$ cat src/rtl/if_stage_pipe_if.sv
// Fetch-stage port bundle: hazard/ID controls in,
// IF/ID register and debug counters out.
interface if_stage_pipe_if #(
  parameter int DATA_WIDTH = 32,
  parameter int CNT_WIDTH  = 16
);
  logic                  PCWrite;
  logic                  IF_ID_RegWrite;
  logic                  Flush;
  logic                  Branch;
  logic                  Jump;
  logic [DATA_WIDTH-1:0] branch_target;
  logic [DATA_WIDTH-1:0] jump_target;
  logic [DATA_WIDTH-1:0] imem_rdata;
  logic [DATA_WIDTH-1:0] imem_addr;
  logic [DATA_WIDTH-1:0] Instruction_ID;
  logic [DATA_WIDTH-1:0] PC_ID;
  logic [DATA_WIDTH-1:0] PC_plus4_ID;
  logic                  Valid_ID;
  logic [CNT_WIDTH-1:0]  stall_cnt;
  logic [CNT_WIDTH-1:0]  flush_cnt;

  modport master (
    output PCWrite, IF_ID_RegWrite, Flush,
    output Branch, Jump,
    output branch_target, jump_target,
    output imem_rdata,
    input  imem_addr, Instruction_ID,
    input  PC_ID, PC_plus4_ID, Valid_ID,
    input  stall_cnt, flush_cnt
  );

  modport slave (
    input  PCWrite, IF_ID_RegWrite, Flush,
    input  Branch, Jump,
    input  branch_target, jump_target,
    input  imem_rdata,
    output imem_addr, Instruction_ID,
    output PC_ID, PC_plus4_ID, Valid_ID,
    output stall_cnt, flush_cnt
  );
endinterface

$ cat src/rtl/if_stage_pipe.sv
// Instruction fetch stage: PC register, next-PC
// select, IF/ID register and saturating debug counters.
module if_stage_pipe #(
  parameter int DATA_WIDTH = 32,
  parameter logic [DATA_WIDTH-1:0] RESET_PC = 32'h0040_0000,
  parameter logic [DATA_WIDTH-1:0] NOP      = 32'h0000_0000,
  parameter int CNT_WIDTH  = 16
) (
  input logic clk,
  input logic reset,
  if_stage_pipe_if.slave bus
);

  logic [DATA_WIDTH-1:0] pc_q;
  logic [DATA_WIDTH-1:0] pc_d;
  logic [DATA_WIDTH-1:0] pc_plus4;
  logic [DATA_WIDTH-1:0] jmp_al;
  logic [DATA_WIDTH-1:0] br_al;
  logic [DATA_WIDTH-1:0] instr_q;
  logic [DATA_WIDTH-1:0] pc_id_q;
  logic [DATA_WIDTH-1:0] pc4_id_q;
  logic                  valid_q;
  logic [CNT_WIDTH-1:0]  stall_q;
  logic [CNT_WIDTH-1:0]  flush_q;
  logic                  flush_take;

  assign pc_plus4   = pc_q + DATA_WIDTH'(4);
  assign jmp_al     = {bus.jump_target[DATA_WIDTH-1:2], 2'b00};
  assign br_al      = {bus.branch_target[DATA_WIDTH-1:2], 2'b00};
  assign flush_take = bus.IF_ID_RegWrite & bus.Flush;

  // Next PC: hold on stall, else jump > branch > sequential
  always_comb begin
    pc_d = pc_q;
    if (bus.PCWrite) begin
      priority case (1'b1)
        bus.Jump:   pc_d = jmp_al;
        bus.Branch: pc_d = br_al;
        default:    pc_d = pc_plus4;
      endcase
    end
  end

  // PC register
  always_ff @(posedge clk or posedge reset) begin
    if (reset) pc_q <= RESET_PC;
    else       pc_q <= pc_d;
  end

  // IF/ID register: hold on stall, bubble on flush
  always_ff @(posedge clk or posedge reset) begin
    if (reset) begin
      instr_q  <= NOP;
      pc_id_q  <= '0;
      pc4_id_q <= '0;
      valid_q  <= 1'b0;
    end else if (bus.IF_ID_RegWrite) begin
      if (bus.Flush) begin
        instr_q  <= NOP;
        pc_id_q  <= '0;
        pc4_id_q <= '0;
        valid_q  <= 1'b0;
      end else begin
        instr_q  <= bus.imem_rdata;
        pc_id_q  <= pc_q;
        pc4_id_q <= pc_plus4;
        valid_q  <= 1'b1;
      end
    end
  end

  // Saturating stall / flush event counters
  always_ff @(posedge clk or posedge reset) begin
    if (reset) begin
      stall_q <= '0;
      flush_q <= '0;
    end else begin
      if (!bus.PCWrite && stall_q != '1)
        stall_q <= stall_q + 1'b1;
      if (flush_take && flush_q != '1)
        flush_q <= flush_q + 1'b1;
    end
  end

  assign bus.imem_addr      = pc_q;
  assign bus.Instruction_ID = instr_q;
  assign bus.PC_ID          = pc_id_q;
  assign bus.PC_plus4_ID    = pc4_id_q;
  assign bus.Valid_ID       = valid_q;
  assign bus.stall_cnt      = stall_q;
  assign bus.flush_cnt      = flush_q;

endmodule
$ cat src/flat_wrapper.sv
// flat-port wrapper written by rule: the top's interface ports become plain ports
module if_stage_pipe_flat 
#(
  parameter int DATA_WIDTH = 32,
  parameter logic [DATA_WIDTH-1:0] RESET_PC = 32'h0040_0000,
  parameter logic [DATA_WIDTH-1:0] NOP      = 32'h0000_0000,
  parameter int CNT_WIDTH  = 16
)
  (clk, reset, bus_PCWrite, bus_IF_ID_RegWrite, bus_Flush, bus_Branch, bus_Jump, bus_branch_target, bus_jump_target, bus_imem_rdata, bus_imem_addr, bus_Instruction_ID, bus_PC_ID, bus_PC_plus4_ID, bus_Valid_ID, bus_stall_cnt, bus_flush_cnt);
  if_stage_pipe_if #(.DATA_WIDTH(DATA_WIDTH), .CNT_WIDTH(CNT_WIDTH)) bus_i ();
  input logic clk;
  input logic reset;
  input wire logic [$bits(bus_i.PCWrite)-1:0] bus_PCWrite;
  input wire logic [$bits(bus_i.IF_ID_RegWrite)-1:0] bus_IF_ID_RegWrite;
  input wire logic [$bits(bus_i.Flush)-1:0] bus_Flush;
  input wire logic [$bits(bus_i.Branch)-1:0] bus_Branch;
  input wire logic [$bits(bus_i.Jump)-1:0] bus_Jump;
  input wire logic [$bits(bus_i.branch_target)-1:0] bus_branch_target;
  input wire logic [$bits(bus_i.jump_target)-1:0] bus_jump_target;
  input wire logic [$bits(bus_i.imem_rdata)-1:0] bus_imem_rdata;
  output wire logic [$bits(bus_i.imem_addr)-1:0] bus_imem_addr;
  output wire logic [$bits(bus_i.Instruction_ID)-1:0] bus_Instruction_ID;
  output wire logic [$bits(bus_i.PC_ID)-1:0] bus_PC_ID;
  output wire logic [$bits(bus_i.PC_plus4_ID)-1:0] bus_PC_plus4_ID;
  output wire logic [$bits(bus_i.Valid_ID)-1:0] bus_Valid_ID;
  output wire logic [$bits(bus_i.stall_cnt)-1:0] bus_stall_cnt;
  output wire logic [$bits(bus_i.flush_cnt)-1:0] bus_flush_cnt;
  assign bus_i.PCWrite = bus_PCWrite;
  assign bus_i.IF_ID_RegWrite = bus_IF_ID_RegWrite;
  assign bus_i.Flush = bus_Flush;
  assign bus_i.Branch = bus_Branch;
  assign bus_i.Jump = bus_Jump;
  assign bus_i.branch_target = bus_branch_target;
  assign bus_i.jump_target = bus_jump_target;
  assign bus_i.imem_rdata = bus_imem_rdata;
  assign bus_imem_addr = bus_i.imem_addr;
  assign bus_Instruction_ID = bus_i.Instruction_ID;
  assign bus_PC_ID = bus_i.PC_ID;
  assign bus_PC_plus4_ID = bus_i.PC_plus4_ID;
  assign bus_Valid_ID = bus_i.Valid_ID;
  assign bus_stall_cnt = bus_i.stall_cnt;
  assign bus_flush_cnt = bus_i.flush_cnt;
  if_stage_pipe #(.DATA_WIDTH(DATA_WIDTH), .RESET_PC(RESET_PC), .NOP(NOP), .CNT_WIDTH(CNT_WIDTH)) u_core (.clk(clk), .reset(reset), .bus(bus_i));
endmodule
$ cat config.mk
export PLATFORM = sky130hd
export DESIGN_NAME = if_stage_pipe_flat
export DESIGN_NICKNAME = d
export VERILOG_FILES = /design/src/rtl/if_stage_pipe_if.sv /design/src/rtl/if_stage_pipe.sv /design/src/flat_wrapper.sv
export SDC_FILE = /design/constraint.sdc
export NUM_CORES = 1
export LEC_CHECK = 0
export ABC_AREA = 1
export BUFFER_PORTS_ARGS = -buffer_cell sky130_fd_sc_hd__buf_2
export CORE_MARGIN = 2
export CORE_UTILIZATION = 45
export DETAILED_ROUTE_END_ITERATION = 8
export PLACE_DENSITY = 0.77
export SYNTH_ARGS = -nofsm -noshare
export SYNTH_HDL_FRONTEND = slang
export SYNTH_SLANG_ARGS = --single-unit
$ cat constraint.sdc
create_clock -name clk -period 12.3 [get_ports clk]
set_input_delay 2.46 -clock clk [delete_from_list [all_inputs] [get_ports clk]]
set_output_delay 2.46 -clock clk [all_outputs]
set_load 0.05 [all_outputs]
==> flow_metrics.env <==
export IMPL_hold_class="reg2reg"
export IMPL_seq_area_frac_synth_pct=50.6
export IMPL_cp_slowest_cell="dfstp_2"
export IMPL_ys_types=33
export IMPL_hold_ws_ns=0.476
export IMPL_cp_required_ns=9.84
export IMPL_cts_sinks=156
export IMPL_clock_root_buffer="clkbuf_16"
export IMPL_dpl_instance_area_um2=9140
export IMPL_drtIter0Drc=423
export IMPL_yosysWarnings=0
export IMPL_pin_count=264
export IMPL_cp_slowest_stage_delay_ns=0.59
export IMPL_synth_most_common_cell="nand2_1"
export IMPL_synthAdderAreaFrac_pct=0.486
export IMPL_end_kind="output pin"
export IMPL_core_um2=16700
export IMPL_dr_pass1_iters=5
export IMPL_ctsResizeCount=0
export IMPL_cp_arrival_ns=1.30
export IMPL_synth_area_um2=7720
export IMPL_synthTopCellsByArea="dfrtp_1, nand2_1, nor2_1, a22o_1, a21oi_1"
export IMPL_grt_max_degree=94
export IMPL_dp_hpwl_um=16100
export IMPL_worstSetupPathType="reg2out"
export IMPL_path_cells="buf_2"
export IMPL_skew_ns=0.00747
export IMPL_crit_path_start_kind="flip-flop"
export IMPL_drv_slew=0
export IMPL_peakVddDrop_mv=0.118
export IMPL_std_cell_rows=47
export IMPL_synth_xor_area_share_pct=3.86
export IMPL_gp_congestion=0.847
export IMPL_crit_family="flip-flops"
export IMPL_synth_flop_cell="dfrtp_1"
export IMPL_cp_num_buf_inv=1
export IMPL_synthSimpleGateAreaFrac_pct=23.3
export IMPL_leakagePower_nw=5.21
export IMPL_grt_pass1_vias=6595
export IMPL_drc=0
export IMPL_gr_total_overflow=0
export IMPL_drt_wl_total_um=22700
export IMPL_synthMuxAreaShare_pct=0
export IMPL_setup_viol=0
export IMPL_cts_buffer_depth=2
export IMPL_synth_top_cell_area_share_pct=50.3
export IMPL_netlist_instances=923
export IMPL_synth_compound_area_share_pct=15.8
export IMPL_cts_setup_buffers=0
export IMPL_nNetsFinal=1267
export IMPL_clk_latency_ns=0.43
export IMPL_postCtsHoldBufs=0
export IMPL_min_period_over_period_pct=30.6
export IMPL_area_delta_synth_final_pct=26.1
export IMPL_wl_per_cell_um=16.3
export IMPL_maxSlewHeadroom_pct=32.0
export IMPL_cp_max_fo=6
export IMPL_yosys_area_top_type="dfrtp_1"
export IMPL_syn_avg_cell_area_um2=8.36
export IMPL_vias=7235
export IMPL_fp_dieArea_um2=18200
export IMPL_period_needed_ns=3.76
export IMPL_synth_edf_count=0
export IMPL_dieWidth_um=135
export IMPL_synth_seq_cells=156
export IMPL_finalPower_mw=1.65
export IMPL_fillerInstances=1517
export IMPL_synth_top_family_by_area="simple AND/OR/NAND/NOR gates"
export IMPL_via_per_inst=5.18
export IMPL_finalSetupTns_ns=0
export IMPL_cts_htree_levels=4
export IMPL_status="finished, final reports clean"
export IMPL_antenna_found_initial=4
export IMPL_ant_nets=0
export IMPL_cts_made_buffers=17
export IMPL_grt_use_total_pct=24.8
export IMPL_io_buffers=257
export IMPL_drive_above_1_share_pct=27.2
export IMPL_finalHoldViolCount=0
export IMPL_path_clk_slew_ns=0.07
export IMPL_grt_pass1_wl_um=35100
export IMPL_max_freq_ghz=0.266
export IMPL_cts_tree="done"
export IMPL_rsz0062_at_grt="no"
export IMPL_p_per_area_nw_per_um2=170
export IMPL_die_y_um=135
export IMPL_cap_violations=0
export IMPL_synthTopCellsByCount="nand2_1, dfrtp_1, nor2_1"
export IMPL_start_util_pct=46.2
export IMPL_ys_async_sr_fraction_pct=100
export IMPL_final_design_area_no_fill_um2=9730
export IMPL_tightest_slew_ns=1.02
-- area by class of cell --
cell class                 count  area [um2]  share of cell area, %
antenna                        2        5.00                 0.0514
clock buffer                  17         425                   4.37
clock inverter                15         159                   1.63
inverter                      69         264                   2.71
multi-input combinational    654        3360                   34.6
sequential                   156        3910                   40.1
tap                          220         275                   2.83
timing repair buffer         263        1330                   13.7
-- registers in the layout, indices dropped and copies added, names as in the netlist --
signal	count
u_core.bus.stall_cnt	16
u_core.bus.flush_cnt	16
u_core.bus.PC_plus4_ID	30
u_core.bus.imem_addr	30
u_core.bus.Valid_ID	1
u_core.bus.PC_ID	31
u_core.bus.Instruction_ID	32
-- cell families (layout without fill, tap and decap cells) --
family / count (synthesis) / in the layout
AND/OR/NAND/NOR: 421 / 421
AO/OA/AOI/OAI: 194 / 194
flip-flops: 156 / 156
buffers and inverters: 114 / 364
XOR/XNOR: 34 / 34
adder cells (fa/ha/maj): 3 / 3
other: 1 / 4
-- per-stage QoR --
step	util, %	setup slack (ns)	std cells
5_1_grt	58.2	8.41	1395
3_3_place_gp	54.7	8.19	1362
4_1_cts	58.2	8.53	1394
6_report	58.3	8.54	1396
3_5_place_dp	54.7	8.17	1362
2_1_floorplan	-	5.64	924
-- power breakdown --
part / switching, mW / internal, mW
Combinational: 0.378 / 0.117
Clock: 0.232 / 0.286
Sequential: 0.0642 / 0.576
-- path summary, 6_finish.rpt --
check / startpoint / depth (start not counted) / endpoint / slack (ns)
min in group asynchronous: reset / 2 / u_core.bus.Instruction_ID[8] / 2.19
max in group asynchronous: reset / 3 / u_core.bus.PC_plus4_ID[7] / 8.73
worst min-delay path: u_core.bus.PC_plus4_ID[12] / 1 / u_core.bus.PC_plus4_ID[12] / 0.48
worst min register to register: u_core.bus.PC_plus4_ID[12] / 1 / u_core.bus.PC_plus4_ID[12] / 0.48
worst max register to register: u_core.bus.stall_cnt[0] / 8 / u_core.bus.stall_cnt[10] / 10.17
worst max-delay path: u_core.bus.imem_addr[22] / 1 / bus_imem_addr[22] / 8.54
-- cells in the final DEF (no fill, tap or decap), types with 3 or more instances in the layout --
| master | count |
|---|---|
| clkinvlp_4 | 3 |
| nor2_4 | 5 |
| clkbuf_16 | 17 |
| inv_6 | 7 |
| a21o_1 | 14 |
| nor2_2 | 6 |
| xnor2_1 | 8 |
| nor3_1 | 11 |
| clkinv_4 | 3 |
| xor2_1 | 26 |
| inv_1 | 66 |
| dfrtp_1 | 155 |
| and2_1 | 3 |
| nand2_2 | 3 |
| a22oi_1 | 11 |
| o21ai_0 | 54 |
| o21ai_1 | 7 |
| a21oi_1 | 56 |
| nand4_1 | 9 |
| o22ai_1 | 3 |
| a22o_1 | 46 |
| buf_4 | 6 |
| nand2_1 | 213 |
| nor2_1 | 117 |
| nand3_1 | 48 |
| buf_2 | 257 |
| ha_1 | 3 |
-- layer usage --
metal / up-vias / routed length [um] / part of all wire (%) / GRT usage, %
met3: 40 / 1780 / 7.8 / 6.68
li1: 3524 / - / - / -
met4: 4 / 506 / 2.2 / 8.45
met1: 3366 / 10000 / 44 / 34.1
met2: 301 / 10400 / 46 / 38.2
met5: - / 25 / 0.11 / 0
(Power assumes the default switching activity.)
